--- src/rtl/conv_window_gen_if.sv ---
// Handshake/bus bundle for conv_window_gen: frame control, BRAM read port and the PE window port.
// master = controller/PE/BRAM side, slave = the window generator.
interface conv_window_gen_if #(
  parameter int unsigned ADDR_W = 12,
  parameter int unsigned DATA_W = 64
);
  logic                  start;
  logic [ADDR_W-1:0]     base_addr;
  logic                  busy;
  logic                  done;
  logic                  bram_en;
  logic [ADDR_W-1:0]     bram_addr;
  logic [DATA_W-1:0]     bram_dout;
  logic [9*DATA_W-1:0]   win_data;
  logic                  win_valid;
  logic                  win_ready;
  logic [7:0]            win_row;
  logic [7:0]            win_col;

  modport master (
    output start, base_addr, bram_dout, win_ready,
    input  busy, done, bram_en, bram_addr, win_data, win_valid, win_row, win_col
  );

  modport slave (
    input  start, base_addr, bram_dout, win_ready,
    output busy, done, bram_en, bram_addr, win_data, win_valid, win_row, win_col
  );
endinterface

--- src/rtl/conv_window_gen.sv ---
// 3x3 sliding-window generator: streams a feature map from BRAM through two line buffers.
// Define STRIDE2_EN to emit only windows at even (row, col).
module conv_window_gen #(
  parameter int unsigned IMG_W  = 16,
  parameter int unsigned IMG_H  = 16,
  parameter int unsigned ADDR_W = 12,
  parameter int unsigned DATA_W = 64
) (
  input logic              clk,
  input logic              rst,
  conv_window_gen_if.slave bus
);

  localparam int unsigned ColW    = (IMG_W > 1) ? $clog2(IMG_W) : 1;
  localparam logic [7:0]  LastCol = 8'(IMG_W - 1);
  localparam logic [7:0]  LastRow = 8'(IMG_H - 1);

  typedef enum logic [1:0] {StIdle, StRun, StDrain, StDone} state_e;

  state_e              state_q, state_d;
  logic [ADDR_W-1:0]   addr_q, addr_d;
  logic [7:0]          rd_row_q, rd_row_d, rd_col_q, rd_col_d;
  logic [7:0]          pr_q, pr_d, pc_q, pc_d;
  logic                rvalid_q, rvalid_d;
  logic                pend_valid_q, pend_valid_d;
  logic [DATA_W-1:0]   pend_data_q, pend_data_d;
  logic                proc_done_q, proc_done_d;
  logic                win_valid_q, win_valid_d;
  logic [9*DATA_W-1:0] win_data_q, win_data_d;
  logic [7:0]          win_row_q, win_row_d, win_col_q, win_col_d;

  logic [DATA_W-1:0]   lb0_q [IMG_W];
  logic [DATA_W-1:0]   lb1_q [IMG_W];
  logic [DATA_W-1:0]   win_q [9];
  logic [DATA_W-1:0]   win_n [9];

  logic              stall, start_acc, issue, last_read, proc, emit, stride_ok;
  logic [DATA_W-1:0] word;
  logic [ColW-1:0]   lb_idx;

`ifdef STRIDE2_EN
  assign stride_ok = ~pr_q[0] & ~pc_q[0];
`else
  assign stride_ok = 1'b1;
`endif

  assign stall     = win_valid_q & ~bus.win_ready;
  assign start_acc = (state_q == StIdle) & bus.start;
  assign issue     = (state_q == StRun) & ~stall & ~pend_valid_q;
  assign last_read = (rd_row_q == LastRow) & (rd_col_q == LastCol);
  // Pending data always wins over a fresh return; both are never present together.
  assign proc      = ~stall & (pend_valid_q | rvalid_q);
  assign word      = pend_valid_q ? pend_data_q : bus.bram_dout;
  assign lb_idx    = pc_q[ColW-1:0];
  assign emit      = proc & (pr_q >= 8'd2) & (pc_q >= 8'd2) & stride_ok;

  // Window after the shift: element 3*i+j is row i, column j.
  always_comb begin
    for (int i = 0; i < 3; i++) begin
      win_n[3*i]   = win_q[3*i+1];
      win_n[3*i+1] = win_q[3*i+2];
    end
    win_n[2] = lb0_q[lb_idx];
    win_n[5] = lb1_q[lb_idx];
    win_n[8] = word;
  end

  always_comb begin
    state_d      = state_q;
    addr_d       = addr_q;
    rd_row_d     = rd_row_q;
    rd_col_d     = rd_col_q;
    pr_d         = pr_q;
    pc_d         = pc_q;
    rvalid_d     = issue;
    pend_valid_d = pend_valid_q;
    pend_data_d  = pend_data_q;
    proc_done_d  = proc_done_q;
    win_valid_d  = win_valid_q;
    win_data_d   = win_data_q;
    win_row_d    = win_row_q;
    win_col_d    = win_col_q;

    case (state_q)
      StIdle:  if (bus.start) state_d = StRun;
      StRun:   if (issue && last_read) state_d = StDrain;
      StDrain: if (proc_done_q && (!win_valid_q || bus.win_ready)) state_d = StDone;
      StDone:  state_d = StIdle;
      default: state_d = StIdle;
    endcase

    if (start_acc) begin
      addr_d      = bus.base_addr;
      rd_row_d    = '0;
      rd_col_d    = '0;
      pr_d        = '0;
      pc_d        = '0;
      proc_done_d = 1'b0;
    end

    if (issue) begin
      addr_d = addr_q + 1'b1;
      if (rd_col_q == LastCol) begin
        rd_col_d = '0;
        rd_row_d = rd_row_q + 8'd1;
      end else begin
        rd_col_d = rd_col_q + 8'd1;
      end
    end

    if (stall && rvalid_q) begin
      pend_valid_d = 1'b1;
      pend_data_d  = bus.bram_dout;
    end else if (proc && pend_valid_q) begin
      pend_valid_d = 1'b0;
    end

    if (proc) begin
      if (pc_q == LastCol) begin
        pc_d = '0;
        pr_d = pr_q + 8'd1;
        if (pr_q == LastRow) proc_done_d = 1'b1;
      end else begin
        pc_d = pc_q + 8'd1;
      end
    end

    if (emit) begin
      win_valid_d = 1'b1;
      win_row_d   = pr_q - 8'd2;
      win_col_d   = pc_q - 8'd2;
      for (int k = 0; k < 9; k++) win_data_d[DATA_W*k +: DATA_W] = win_n[k];
    end else if (bus.win_ready) begin
      win_valid_d = 1'b0;
    end
  end

  always_ff @(posedge clk or posedge rst) begin
    if (rst) begin
      state_q      <= StIdle;
      addr_q       <= '0;
      rd_row_q     <= '0;
      rd_col_q     <= '0;
      pr_q         <= '0;
      pc_q         <= '0;
      rvalid_q     <= 1'b0;
      pend_valid_q <= 1'b0;
      pend_data_q  <= '0;
      proc_done_q  <= 1'b0;
      win_valid_q  <= 1'b0;
      win_data_q   <= '0;
      win_row_q    <= '0;
      win_col_q    <= '0;
    end else begin
      state_q      <= state_d;
      addr_q       <= addr_d;
      rd_row_q     <= rd_row_d;
      rd_col_q     <= rd_col_d;
      pr_q         <= pr_d;
      pc_q         <= pc_d;
      rvalid_q     <= rvalid_d;
      pend_valid_q <= pend_valid_d;
      pend_data_q  <= pend_data_d;
      proc_done_q  <= proc_done_d;
      win_valid_q  <= win_valid_d;
      win_data_q   <= win_data_d;
      win_row_q    <= win_row_d;
      win_col_q    <= win_col_d;
    end
  end

  // Line buffers and the shift window hold only frame data, so they carry no reset.
  always_ff @(posedge clk) begin
    if (proc) begin
      for (int k = 0; k < 9; k++) win_q[k] <= win_n[k];
      lb0_q[lb_idx] <= lb1_q[lb_idx];
      lb1_q[lb_idx] <= word;
    end
  end

  assign bus.busy      = (state_q != StIdle);
  assign bus.done      = (state_q == StDone);
  assign bus.bram_en   = issue;
  assign bus.bram_addr = addr_q;
  assign bus.win_valid = win_valid_q;
  assign bus.win_data  = win_data_q;
  assign bus.win_row   = win_row_q;
  assign bus.win_col   = win_col_q;

endmodule

--- src/flat_wrapper.sv ---
// flat-port wrapper written by rule: the top's interface ports become plain ports
module conv_window_gen_flat 
#(
  parameter int unsigned IMG_W  = 16,
  parameter int unsigned IMG_H  = 16,
  parameter int unsigned ADDR_W = 12,
  parameter int unsigned DATA_W = 64
)
  (clk, rst, bus_start, bus_base_addr, bus_bram_dout, bus_win_ready, bus_busy, bus_done, bus_bram_en, bus_bram_addr, bus_win_data, bus_win_valid, bus_win_row, bus_win_col);
  conv_window_gen_if #(.ADDR_W(ADDR_W), .DATA_W(DATA_W)) bus_i ();
  input logic clk;
  input logic rst;
  input wire logic [$bits(bus_i.start)-1:0] bus_start;
  input wire logic [$bits(bus_i.base_addr)-1:0] bus_base_addr;
  input wire logic [$bits(bus_i.bram_dout)-1:0] bus_bram_dout;
  input wire logic [$bits(bus_i.win_ready)-1:0] bus_win_ready;
  output wire logic [$bits(bus_i.busy)-1:0] bus_busy;
  output wire logic [$bits(bus_i.done)-1:0] bus_done;
  output wire logic [$bits(bus_i.bram_en)-1:0] bus_bram_en;
  output wire logic [$bits(bus_i.bram_addr)-1:0] bus_bram_addr;
  output wire logic [$bits(bus_i.win_data)-1:0] bus_win_data;
  output wire logic [$bits(bus_i.win_valid)-1:0] bus_win_valid;
  output wire logic [$bits(bus_i.win_row)-1:0] bus_win_row;
  output wire logic [$bits(bus_i.win_col)-1:0] bus_win_col;
  assign bus_i.start = bus_start;
  assign bus_i.base_addr = bus_base_addr;
  assign bus_i.bram_dout = bus_bram_dout;
  assign bus_i.win_ready = bus_win_ready;
  assign bus_busy = bus_i.busy;
  assign bus_done = bus_i.done;
  assign bus_bram_en = bus_i.bram_en;
  assign bus_bram_addr = bus_i.bram_addr;
  assign bus_win_data = bus_i.win_data;
  assign bus_win_valid = bus_i.win_valid;
  assign bus_win_row = bus_i.win_row;
  assign bus_win_col = bus_i.win_col;
  conv_window_gen #(.IMG_W(IMG_W), .IMG_H(IMG_H), .ADDR_W(ADDR_W), .DATA_W(DATA_W)) u_core (.clk(clk), .rst(rst), .bus(bus_i));
endmodule
--- config.mk ---
export PLATFORM = sky130hd
export DESIGN_NAME = conv_window_gen_flat
export DESIGN_NICKNAME = d
export VERILOG_FILES = /design/src/rtl/conv_window_gen_if.sv /design/src/rtl/conv_window_gen.sv /design/src/flat_wrapper.sv
export SDC_FILE = /design/constraint.sdc
export NUM_CORES = 2
export LEC_CHECK = 0
export ABC_CLOCK_PERIOD_IN_PS = 83700
export CAP_MARGIN = 20
export CORE_ASPECT_RATIO = 1.2
export CORE_MARGIN = 2
export CORE_UTILIZATION = 47
export DETAILED_ROUTE_END_ITERATION = 7
export PLACE_DENSITY = 0.65
export SYNTH_ARGS = -nofsm -noshare
export SYNTH_HDL_FRONTEND = slang
export SYNTH_SLANG_ARGS = --single-unit
--- constraint.sdc ---
create_clock -name clk -period 83.7 [get_ports clk]
set_input_delay 16.74 -clock clk [delete_from_list [all_inputs] [get_ports clk]]
set_output_delay 16.74 -clock clk [all_outputs]
set_load 0.005 [all_outputs]
==> flow_summary.ini <==
[placement]
dpl_worst_slack_ps = 48130
port_buffers = 687
dpl.hpwl_mm = 152
detailed_place.area_mm2 = 0.129
final_estimated_routing_congestion_in_global_placement = 0.802

[synth]
mappedNetlistNets = 5516
netlist_top_cells_area = edfxtp_1 (61%), dfrtp_1 (15%), mux4_2 (8.9%), mux2_4 (7.0%), mux2_2 (1.5%)
syn_area_per_cell_um2 = 21.9
synthesis.area_mm2 = 0.119
ys_dominant_reg_cell = edfxtp_1
synth_seq_cells = 3138
area_leader_netlist = edfxtp_1
number_of_synthesized_flops_with_an_enable_pin = 2432
netlist-cell-type-count = 63
async_reset_ff_share_pct = 22.5
syn_inst = 5418
portion_of_the_post_synthesis_area_used_by_sequential_elements_pct = 76.3
synth.top_cell.area_share_pct = 61.5
yosysWarnings = 0

[setup_path]
cp_endpoint_kind = output port
worst_ep_required_time_ps = 66960
timing.critical_path.from_type = input port
maximum_fanout_count_along_the_critical_path = 15
crit_arrival_ps = 18870
timing.setup.critical_path_class = in2out

[global_route]
grt.overflow.total = 0
number_of_antenna_violations_at_the_first_check_in_global_routing = 14
grt.total_usage_pct = 21.3
maximum_number_of_pins_on_one_net_before_global_route_repair = 134
grt.busiest_layer = met2
met2_usage_pct = 32.9
use_met3_pct = 4.23
grt.met1_usage_pct = 31.1
first_global_vias = 58335
grt_first_pass_wirelength_mm = 405

[clock_network]
postCtsSetupBuffers = 0
tritoncts = built
total_clock_sinks = 3138
htreeDepth = 5
root_buffer = clkbuf_16
ctsHoldBuffers = 0
cts.path.max_buffers = 4
cts_repair_resize_count = 0
numCtsBuffers = 318
worstSkewPairLatency_ps = 890
clk_transition_reported_paths_ps = 60

[finish]
final_cell_area_mm2 = 0.140
areaGrowthSynthToFinish_pct = 17.5
layout.filler_cells = 18813
multi_input_area_mm2 = 0.0262
final_nets = 6364
drive_gt1_share_pct = 27.4
sequential_cell_area_mm2 = 0.0907
final_util_pct = 55.4

[timing]
slew_violations = 0
worst_slack_ps = 48090
final-setup-viol-count = 0
finalSetupTns_ps = 0
final.setup_skew_ps = 55.5
timing.final.crit_period_ps = 35610
worst-slew-pin-transition_ps = 1130
max_freq_mhz = 28.1
unrepaired_setup_endpoints_after_global_routing = no
layout_worst_path_cycle_share_pct = 42.5
report.final.hold_viol_count = 0
max_slew_margin_pct = 24.5

[detailed_routing]
detailroute.via_count = 56464
detail_route.wirelength_mm = 276
drt_first_iter_violations = 5509
via_per_inst = 5.71
route.antenna.remaining_nets = 0
routed_wire_length_per_instance_um = 27.9
detail_route.first_pass.iterations = 5
drt_drc_violations_left = 0

[floorplanning]
fp.dieArea_mm2 = 0.257
chipHeight_um = 555
initial_core_utilization_pct = 47.1
core_ar_mm2 = 0.252
rows = 202
die_width_um = 463
boundaryPins = 688

[power]
totalPowerFinal_w = 0.00497
peakVddDrop_v = 0.0000216
power.static_leakage_nw = 48.5
p_per_area_mw_per_mm2 = 35.6

[job]
max_cap_viol_count = 0

[worst_hold_path]
hold_path.class = reg2reg

[outcome]
run_status = completed
[metrics by stage]
stage	cells	hold slack, ps
after floorplan	5418	427
after global placement	9307	431
after detailed placement	9308	434
after CTS	9882	431
after global routing	9887	443
final	9891	430
[registers in the layout, summed over array words and instances, names as in the netlist]
name	flops
u_core.pend_data_q	64
u_core.pc_q	8
u_core.bus.win_col	8
u_core.lb0_q	1024
u_core.win_q	384
u_core.state_q	2
u_core.rvalid_q	1
u_core.proc_done_q	1
u_core.pr_q	8
u_core.bus.win_row	8
u_core.rd_col_q	8
u_core.rd_row_q	8
u_core.lb1_q	1024
u_core.pend_valid_q	1
u_core.bus.win_data	576
u_core.bus.win_valid	1
u_core.bus.bram_addr	12
[where the power goes]
part           internal [W]  total [W]  switching, W
clock              0.000838    0.00143      0.000590
sequential          0.00215    0.00231      0.000157
combinational      0.000580    0.00123      0.000653
total               0.00357    0.00497       0.00140
[synthesized netlist by cell type, drive strengths merged (6+ instances only)]
cell / number
o22ai: 41
ha: 18
buf: 143
nand4: 6
inv: 26
nor4: 6
and3: 9
nor3: 16
mux2: 711
a21oi: 38
nand3: 19
dfrtp: 706
nand2: 150
mux4: 469
a22oi: 217
o21ai: 30
clkbuf: 132
nor2b: 6
or3: 21
nor2: 29
a31oi: 7
a22o: 23
and4: 6
xnor2: 10
edfxtp: 2432
mux2i: 95
[critical path, cell delays in order]
cell and delay, ps:
clkdlybuf4s50_1 490, nand2b_1 320, nand2_1 350, inv_1 390, clkdlybuf4s50_1 570
[routing by layer]
layer | up-vias | part of all wire (%)
li1 | 23634 | -
met3 | 415 | 7.4
met5 | - | 0.011
met2 | 2138 | 47
met4 | 4 | 2.4
met1 | 30273 | 44
[cells in the final DEF, fill, tap and decap left out, types with 40 or more instances in the layout]
cell / n
clkinv_1: 40
edfxtp_1: 2432
mux2_4: 554
clkinv_2: 47
buf_4: 102
a22oi_1: 217
clkbuf_16: 329
nand2_1: 149
o22ai_1: 41
clkdlybuf4s50_1: 687
mux4_2: 469
dfrtp_1: 701
mux2i_1: 95
clkbuf_1: 71
mux2_2: 153
[area by class of cell]
class / instances / share of cell area (%)
tap: 3366 / 3.02
clock buffer: 431 / 6.39
timing repair buffer: 803 / 5.68
inverter: 26 / 0.0753
multi-input combinational: 1979 / 18.7
sequential: 3138 / 65.0
antenna: 5 / 0.00896
clock inverter: 143 / 1.13
[logic make-up (layout without fill, tap and decap cells)]
kind of cell | count (synthesis) | in the layout | share of synthesized area, %
compound gates | 388 | 388 | 2.31
xor+xnor | 13 | 13 | 0.0958
fa+ha+maj | 18 | 18 | 0.190
buf+inv | 301 | 1403 | 1.76
flops | 3138 | 3138 | 76.3
mux | 1275 | 1275 | 18.2
other cells | 0 | 5 | 0
simple gates | 285 | 285 | 1.12
[worst paths after layout]
path | endpoint | from | cells after the start | slack, ps
worst max-delay path | bus_bram_en | bus_win_ready | 5 | 48090
worst max register to register | u_core.lb1_q[1][48] | u_core.pend_valid_q | 8 | 78150
max in group asynchronous | u_core.pend_data_q[52] | rst | 5 | 64150
min in group asynchronous | u_core.bus.win_data[130] | rst | 2 | 16350
worst min register to register | u_core.win_q[0][455] | u_core.win_q[0][519] | 0 | 430
worst min-delay path | u_core.win_q[0][455] | u_core.win_q[0][519] | 0 | 430
Power figures use the tool's default switching activity.
